<file path="src/rtl/if_id_skid_stage.sv">
// ---------------------------------------------------------------------------
// if_id_skid_stage
//   IF/ID pipeline stage with a valid/ready handshake and a 2-entry skid
//   buffer. The main register M drives the decode side and the skid
//   register S absorbs one extra instruction when decode stalls. When decode
//   stalls, instructions are held rather than dropped. Flush squashes
//   everything held. A saturating counter records bubble cycles, where decode
//   was ready but nothing was valid.
//
// Ports
//   clk        in   rising-edge clock
//   reset      in   synchronous, active-low reset (0 = reset)
//   flush      in   squash all held entries (branch/jump redirect)
//   in_valid   in   fetch presents in_pc/in_instr
//   in_pc      in   [XLEN-1:0] fetch PC
//   in_instr   in   [ILEN-1:0] fetched instruction
//   in_ready   out  stage can accept this cycle (registered state only)
//   out_valid  out  head entry valid
//   out_ready  in   decode accepts (0 = hazard stall)
//   out_pc     out  [XLEN-1:0] PC of head entry
//   out_instr  out  [ILEN-1:0] head instruction, NOP_INSTR when empty
//   out_rs1    out  [4:0] out_instr[19:15]
//   out_rs2    out  [4:0] out_instr[24:20]
//   out_rd     out  [4:0] out_instr[11:7]
//   bubble_cnt out  [CNT_W-1:0] saturating count of bubble cycles
// ---------------------------------------------------------------------------
module if_id_skid_stage #(
  parameter int              XLEN      = 32,
  parameter int              ILEN      = 32,
  parameter logic [ILEN-1:0] NOP_INSTR = 'h00000013,
  parameter int              CNT_W     = 16
) (
  input  logic             clk,
  input  logic             reset,
  input  logic             flush,
  input  logic             in_valid,
  input  logic [XLEN-1:0]  in_pc,
  input  logic [ILEN-1:0]  in_instr,
  output logic             in_ready,
  output logic             out_valid,
  input  logic             out_ready,
  output logic [XLEN-1:0]  out_pc,
  output logic [ILEN-1:0]  out_instr,
  output logic [4:0]       out_rs1,
  output logic [4:0]       out_rs2,
  output logic [4:0]       out_rd,
  output logic [CNT_W-1:0] bubble_cnt
);

  typedef enum logic [1:0] {EMPTY, ONE, FULL} state_t;

  state_t             state_reg, state_next;
  logic [XLEN-1:0]    m_pc_reg, s_pc_reg;
  logic [ILEN-1:0]    m_instr_reg, s_instr_reg;
  logic [CNT_W-1:0]   bubble_cnt_reg;

  logic accept, issue, bubble;
  logic m_load_in, m_load_s, m_clear, s_load;

  // Handshake depends on registered state only, so there is no
  // combinational path from out_ready to in_ready.
  assign out_valid = (state_reg != EMPTY);
  assign in_ready  = (state_reg != FULL);
  assign accept    = in_valid & in_ready;
  assign issue     = out_valid & out_ready;
  assign bubble    = out_ready & ~out_valid;

  assign out_pc     = m_pc_reg;
  assign out_instr  = m_instr_reg;
  assign out_rs1    = m_instr_reg[19:15];
  assign out_rs2    = m_instr_reg[24:20];
  assign out_rd     = m_instr_reg[11:7];
  assign bubble_cnt = bubble_cnt_reg;

  // Next-state and register-load selection. M always holds the oldest
  // entry, so S only ever moves into M and is never presented directly.
  always_comb begin
    state_next = state_reg;
    m_load_in  = 1'b0;
    m_load_s   = 1'b0;
    m_clear    = 1'b0;
    s_load     = 1'b0;
    case (state_reg)
      EMPTY: begin
        if (accept) begin
          state_next = ONE;
          m_load_in  = 1'b1;
        end
      end
      ONE: begin
        if (accept && issue) begin
          m_load_in = 1'b1;
        end else if (accept) begin
          state_next = FULL;
          s_load     = 1'b1;
        end else if (issue) begin
          state_next = EMPTY;
          m_clear    = 1'b1;
        end
      end
      FULL: begin
        if (issue) begin
          state_next = ONE;
          m_load_s   = 1'b1;
        end
      end
      default: begin
        state_next = EMPTY;
        m_clear    = 1'b1;
      end
    endcase
  end

  always_ff @(posedge clk) begin
    if (!reset) begin
      state_reg      <= EMPTY;
      m_pc_reg       <= '0;
      m_instr_reg    <= NOP_INSTR;
      s_pc_reg       <= '0;
      s_instr_reg    <= '0;
      bubble_cnt_reg <= '0;
    end else begin
      // Bubble counting is independent of flush; it saturates at all-ones.
      if (bubble && (bubble_cnt_reg != {CNT_W{1'b1}})) begin
        bubble_cnt_reg <= bubble_cnt_reg + CNT_W'(1);
      end

      if (flush) begin
        // A same-cycle accept is dropped; a same-cycle issue has already
        // been taken by decode, so discarding M is still correct.
        state_reg   <= EMPTY;
        m_pc_reg    <= '0;
        m_instr_reg <= NOP_INSTR;
        s_pc_reg    <= '0;
        s_instr_reg <= '0;
      end else begin
        state_reg <= state_next;
        if (m_load_in) begin
          m_pc_reg    <= in_pc;
          m_instr_reg <= in_instr;
        end else if (m_load_s) begin
          m_pc_reg    <= s_pc_reg;
          m_instr_reg <= s_instr_reg;
        end else if (m_clear) begin
          m_pc_reg    <= '0;
          m_instr_reg <= NOP_INSTR;
        end
        if (s_load) begin
          s_pc_reg    <= in_pc;
          s_instr_reg <= in_instr;
        end
      end
    end
  end

endmodule

</file>
<file path="config.mk">
export PLATFORM = sky130hd
export DESIGN_NAME = if_id_skid_stage
export DESIGN_NICKNAME = d
export VERILOG_FILES = /design/src/rtl/if_id_skid_stage.sv
export SDC_FILE = /design/constraint.sdc
export NUM_CORES = 1
export LEC_CHECK = 0
export CORE_ASPECT_RATIO = 1.4
export CORE_UTILIZATION = 65
export DETAILED_ROUTE_END_ITERATION = 12
export DONT_BUFFER_PORTS = 1
export PLACE_DENSITY_LB_ADDON = 0.3
export SYNTH_ARGS = -nofsm -noshare
export SYNTH_HDL_FRONTEND = slang
export SYNTH_SLANG_ARGS = --single-unit
</file>
<file path="constraint.sdc">
create_clock -name clk -period 3.32 [get_ports clk]
set_clock_uncertainty 0.1 [all_clocks]
set_input_delay 0.498 -clock clk [delete_from_list [all_inputs] [get_ports clk]]
set_output_delay 0.498 -clock clk [all_outputs]
set_load 0.03 [all_outputs]
</file>
# After elaboration in Yosys (flattened, before gate mapping)
# Index checks and enable logic that the tools add are counted.
totals:
  reg_bits: 146
  input_bits: 69
  output_inout_bits: 97
  word_cells: 50
classes:
  addsub: 1
  eq_ne: 8
  mux: 22
  bitwise_logic: 5
  reduce_logical: 8
ops:
  columns: ["op", "count"]
  rows:
  - ["$mux 32", 6]
  - ["$add 16x1->16 const B", 1]
  - ["$ne 16x16->1 const B", 1]
  - ["$mux 2", 5]
  - ["$mux 1", 8]
  - ["$ne 2x2->1 const B", 4]
  - ["$pmux 2 s3", 1]
  - ["$pmux 1 s2", 2]
  - ["$reduce_and 4->1", 1]
  - ["$reduce_or 2->1", 2]
  - ["$and 1x1->1", 3]
  - ["$ne 3x3->1 const B", 1]
  - ["$reduce_bool 3->1", 1]
  - ["$eq 2x1->1 const B", 1]
  - ["$eq 2x2->1 const B", 1]
  - ["$logic_and 1x1->1", 2]
  - ["$logic_not 2->1", 1]
  - ["$not 1->1", 2]
  - ["$reduce_bool 2->1", 1]

# Longest topological paths before layout
depth:
  depth_word: 9
  mapped_depth: 6
  ltp_nobuf: 5

# Worst setup path before layout
# No wires, ideal clock.
synth_path:
  path_type: "flip-flop to flip-flop"
  start: "register bubble_cnt_reg[0], in the netlist bubble_cnt[0]"
  end: "register bubble_cnt_reg[1], in the netlist bubble_cnt[1]"
  setup_time_ns: 0.128
  arrival_ns: 1.858
  required_time_ns: 3.092
  slack_ns: 1.234
  path_stages_with_launch: 7
  path_buffers: 1
  synth_period_minus_slack_ns: 2.086
  cell_sequence: "dfxtp_1 ha_1 nand3_1 o41ai_4 buf_4 mux2i_1 nor2_1"
synth_between:
  elab_chain_len: 2
  elab_cells_between_ends: 3
  cone_classes: "add/sub: 1; eq/ne: 1; reduce/logical: 1"
synth_lines:
  columns: ["item", "line", "source"]
  rows:
  - ["start, declared", "55", "logic [CNT_W-1:0] bubble_cnt_reg;"]
  - ["start signal, assigned", "125", "bubble_cnt_reg <= bubble_cnt_reg + CNT_W'(1);"]
  - ["branches (longest 2 deep; another with $add 16x1->16)", null, null]
# Parallel ways; which one is timed is not known.
# A chain may end at the register's enable or synchronous reset.

# Worst setup path after layout
# Ends and elaborated chain as after synthesis.

==> results.toml <==
[drt]
initialDrtViolationCount = 550
viasPerCell = 6.62
dr.pass1.iters = 7
wire_per_inst_um = 18.8
via_count = 4683
drt_wl_total_um = 13300
drtAntennaViolNets = 0
drc = 0

[place]
dp_hpwl_um = 8190
gp_congestion = 0.808
dpl-instance-area_um2 = 5490
port_buffers = 0

[global_route]
grt_pass1_wl_um = 20900
overflow = 0
antenna_found_initial = 0
grt_pass1_vias = 4483
grt_max_degree = 70
grtUsageTotal = 0.300

[final_layout]
fin_area_um2 = 6120
num-nets-final = 664
fillers = 601
area_growth_pct = 9.78
drive_gt1_frac = 0.0826
diodes = 0
final_common_cell = "dfxtp_1"
layout_common_cells = "146 x dfxtp_1, 140 x nand2_1, 77 x a21oi_1"

[timing]
setup_tns_ns = 0
finalSetupViolCount = 0
hold_violations = 0
fin_crit_ns = 2.45
rsz0062_at_grt = "no"
clock.fmax_mhz = 409
report.final.slew_viol_count = 0
maxSlewHeadroom = 0.403
worst_pin_slew_ns = 0.892
period_share = 0.737

[synth]
synth.net_count = 702
yosysSeqAreaShare = 0.524
synthesis.area_um2 = 5580
netlist_instances = 632
synth_warnings = 0
ys_ff_latch = 146
avgSynthCellArea_um2 = 8.82
synth_cell_type_count = 37

[hold_path]
hold_class = "in -> reg"

[critical_path]
cpLargestDelayFamily = "compound AO/OA/AOI/OAI gates"
critical_path_arrival_ns = 2.63
start_kind = "flop"
crit_slowest_cell = "o41ai_4"
required_ns = 3.50
cp_cell_sequence = "ha_1, nand3_1, o41ai_4, mux2i_1, nor2_1"
crit_path_max_fanout = 19
path_class = "reg -> reg"
crit_buf_inv = 0
slowest_delay_ns = 0.87
reg2reg_slack_ns = 0.87
crit_path_end_kind = "flop"

[cts]
cts_tree = "done"
postCtsSetupBuffers = 0
clk_latency_ns = 0.41
path_clk_slew_ns = 0.05
hold_buffers = 0
cts_buffers = 17
htreeDepth = 4
clk_path_buf_depth = 2
post_cts_resized = 0
clock-sinks = 146
cts.root.buffer_cell = "clkbuf_16"

[outcome]
status = "finished clean"

[power]
ir_worst_vdd_v = 0.000470
p_leak_nw = 2.06
power_density_nw_per_um2 = 671

[floorplanning]
die_y_um = 112
die_area_um2 = 8960
core.rowCount = 39
fp.coreArea_um2 = 8250
fp.dieW_um = 80.3
io_pins = 166
start_util = 0.676

[flow_run]
drv_cap = 0
==> cells by family (layout without fill, tap and decap cells) <==
logic type	Yosys count	count (layout)	share of synthesized area
simple gates	250	250	0.194
compound gates	160	160	0.209
flops	146	146	0.524
buf+inv	70	43	0.0617
mux	4	4	0.00718
fa+ha+maj	1	1	0.00224
xor+xnor	1	1	0.00157
==> area by class of cell <==
class / count / area (µm²) / area share
clock buffers: 20 / 447 / 0.0730
clock inverters: 10 / 184 / 0.0300
inverters: 5 / 18.8 / 0.00307
multi-input cells: 416 / 2320 / 0.380
flip-flops and latches: 146 / 2920 / 0.477
well taps: 102 / 128 / 0.0208
repair buffers: 8 / 97.6 / 0.0159
==> stage by stage <==
stage	utilization	std cells	power, W	hold WS [ns]	setup WS [ns]
CTS	0.742	707	0.00413	0.0483	0.867
detailed placement	0.666	677	0.00210	0.346	0.912
floorplan	-	632	0.00207	0.336	1.23
global route	0.742	707	0.00422	0.0464	0.657
global placement	0.666	677	0.00210	0.341	0.968
finish	0.742	707	0.00411	0.0581	0.873
==> cell usage after synthesis (all sizes together) <==
library cell    n  area (µm²)
dfxtp         146        2920
nand2         141         529
a21oi          77         385
nor2           67         251
a222oi         61         611
buf            34         209
clkbuf         31         116
nand4           6        58.8
o21ai           6        30.0
o31ai           6        45.0
or3             6        42.5
or4             6        45.0
inv             5        18.8
nand3           5        25.0
mux2i           4        40.0
nand2b          4        25.0
and2            3        18.8
nor2b           3        18.8
o211ai          3        22.5
o22ai           3        18.8
or2             3        18.8
and3            2        12.5
nor4            2        12.5
ha              1        12.5
nor3            1        5.00
nor3b           1        18.8
o2111ai         1        8.76
o22a            1        8.76
o31a            1        8.76
o41ai           1        27.5
xor2            1        8.76
==> report_power, final <==
part	switching [W]	leakage (nW)	internal, W
clock network	0.000698	0.302	0.00134
logic	0.000119	0.574	0.0000661
registers	0.0000974	1.18	0.00179
==> routing by layer <==
metal | GRT usage | vias to the layer above | wire (µm)
li1 | - | 2186 | -
met1 | 0.332 | 2237 | 4960
met2 | 0.491 | 236 | 6540
met3 | 0.135 | 24 | 1510
met4 | 0.126 | 0 | 274
met5 | 0 | - | 0
==> final timing paths <==
check / startpoint / endpoint / cells past startpoint
worst max-delay path: bubble_cnt[0]$_SDFFE_PN0P_ / bubble_cnt[1]$_SDFFE_PN0P_ / 5
worst min-delay path: out_ready / state_reg[1]$_SDFFE_PP0P_ / 1
worst max register to register: bubble_cnt[0]$_SDFFE_PN0P_ / bubble_cnt[1]$_SDFFE_PN0P_ / 5
worst min register to register: s_instr_reg[10]$_SDFFE_PP0P_ / s_instr_reg[10]$_SDFFE_PP0P_ / 2
(Power assumes the default switching activity.)
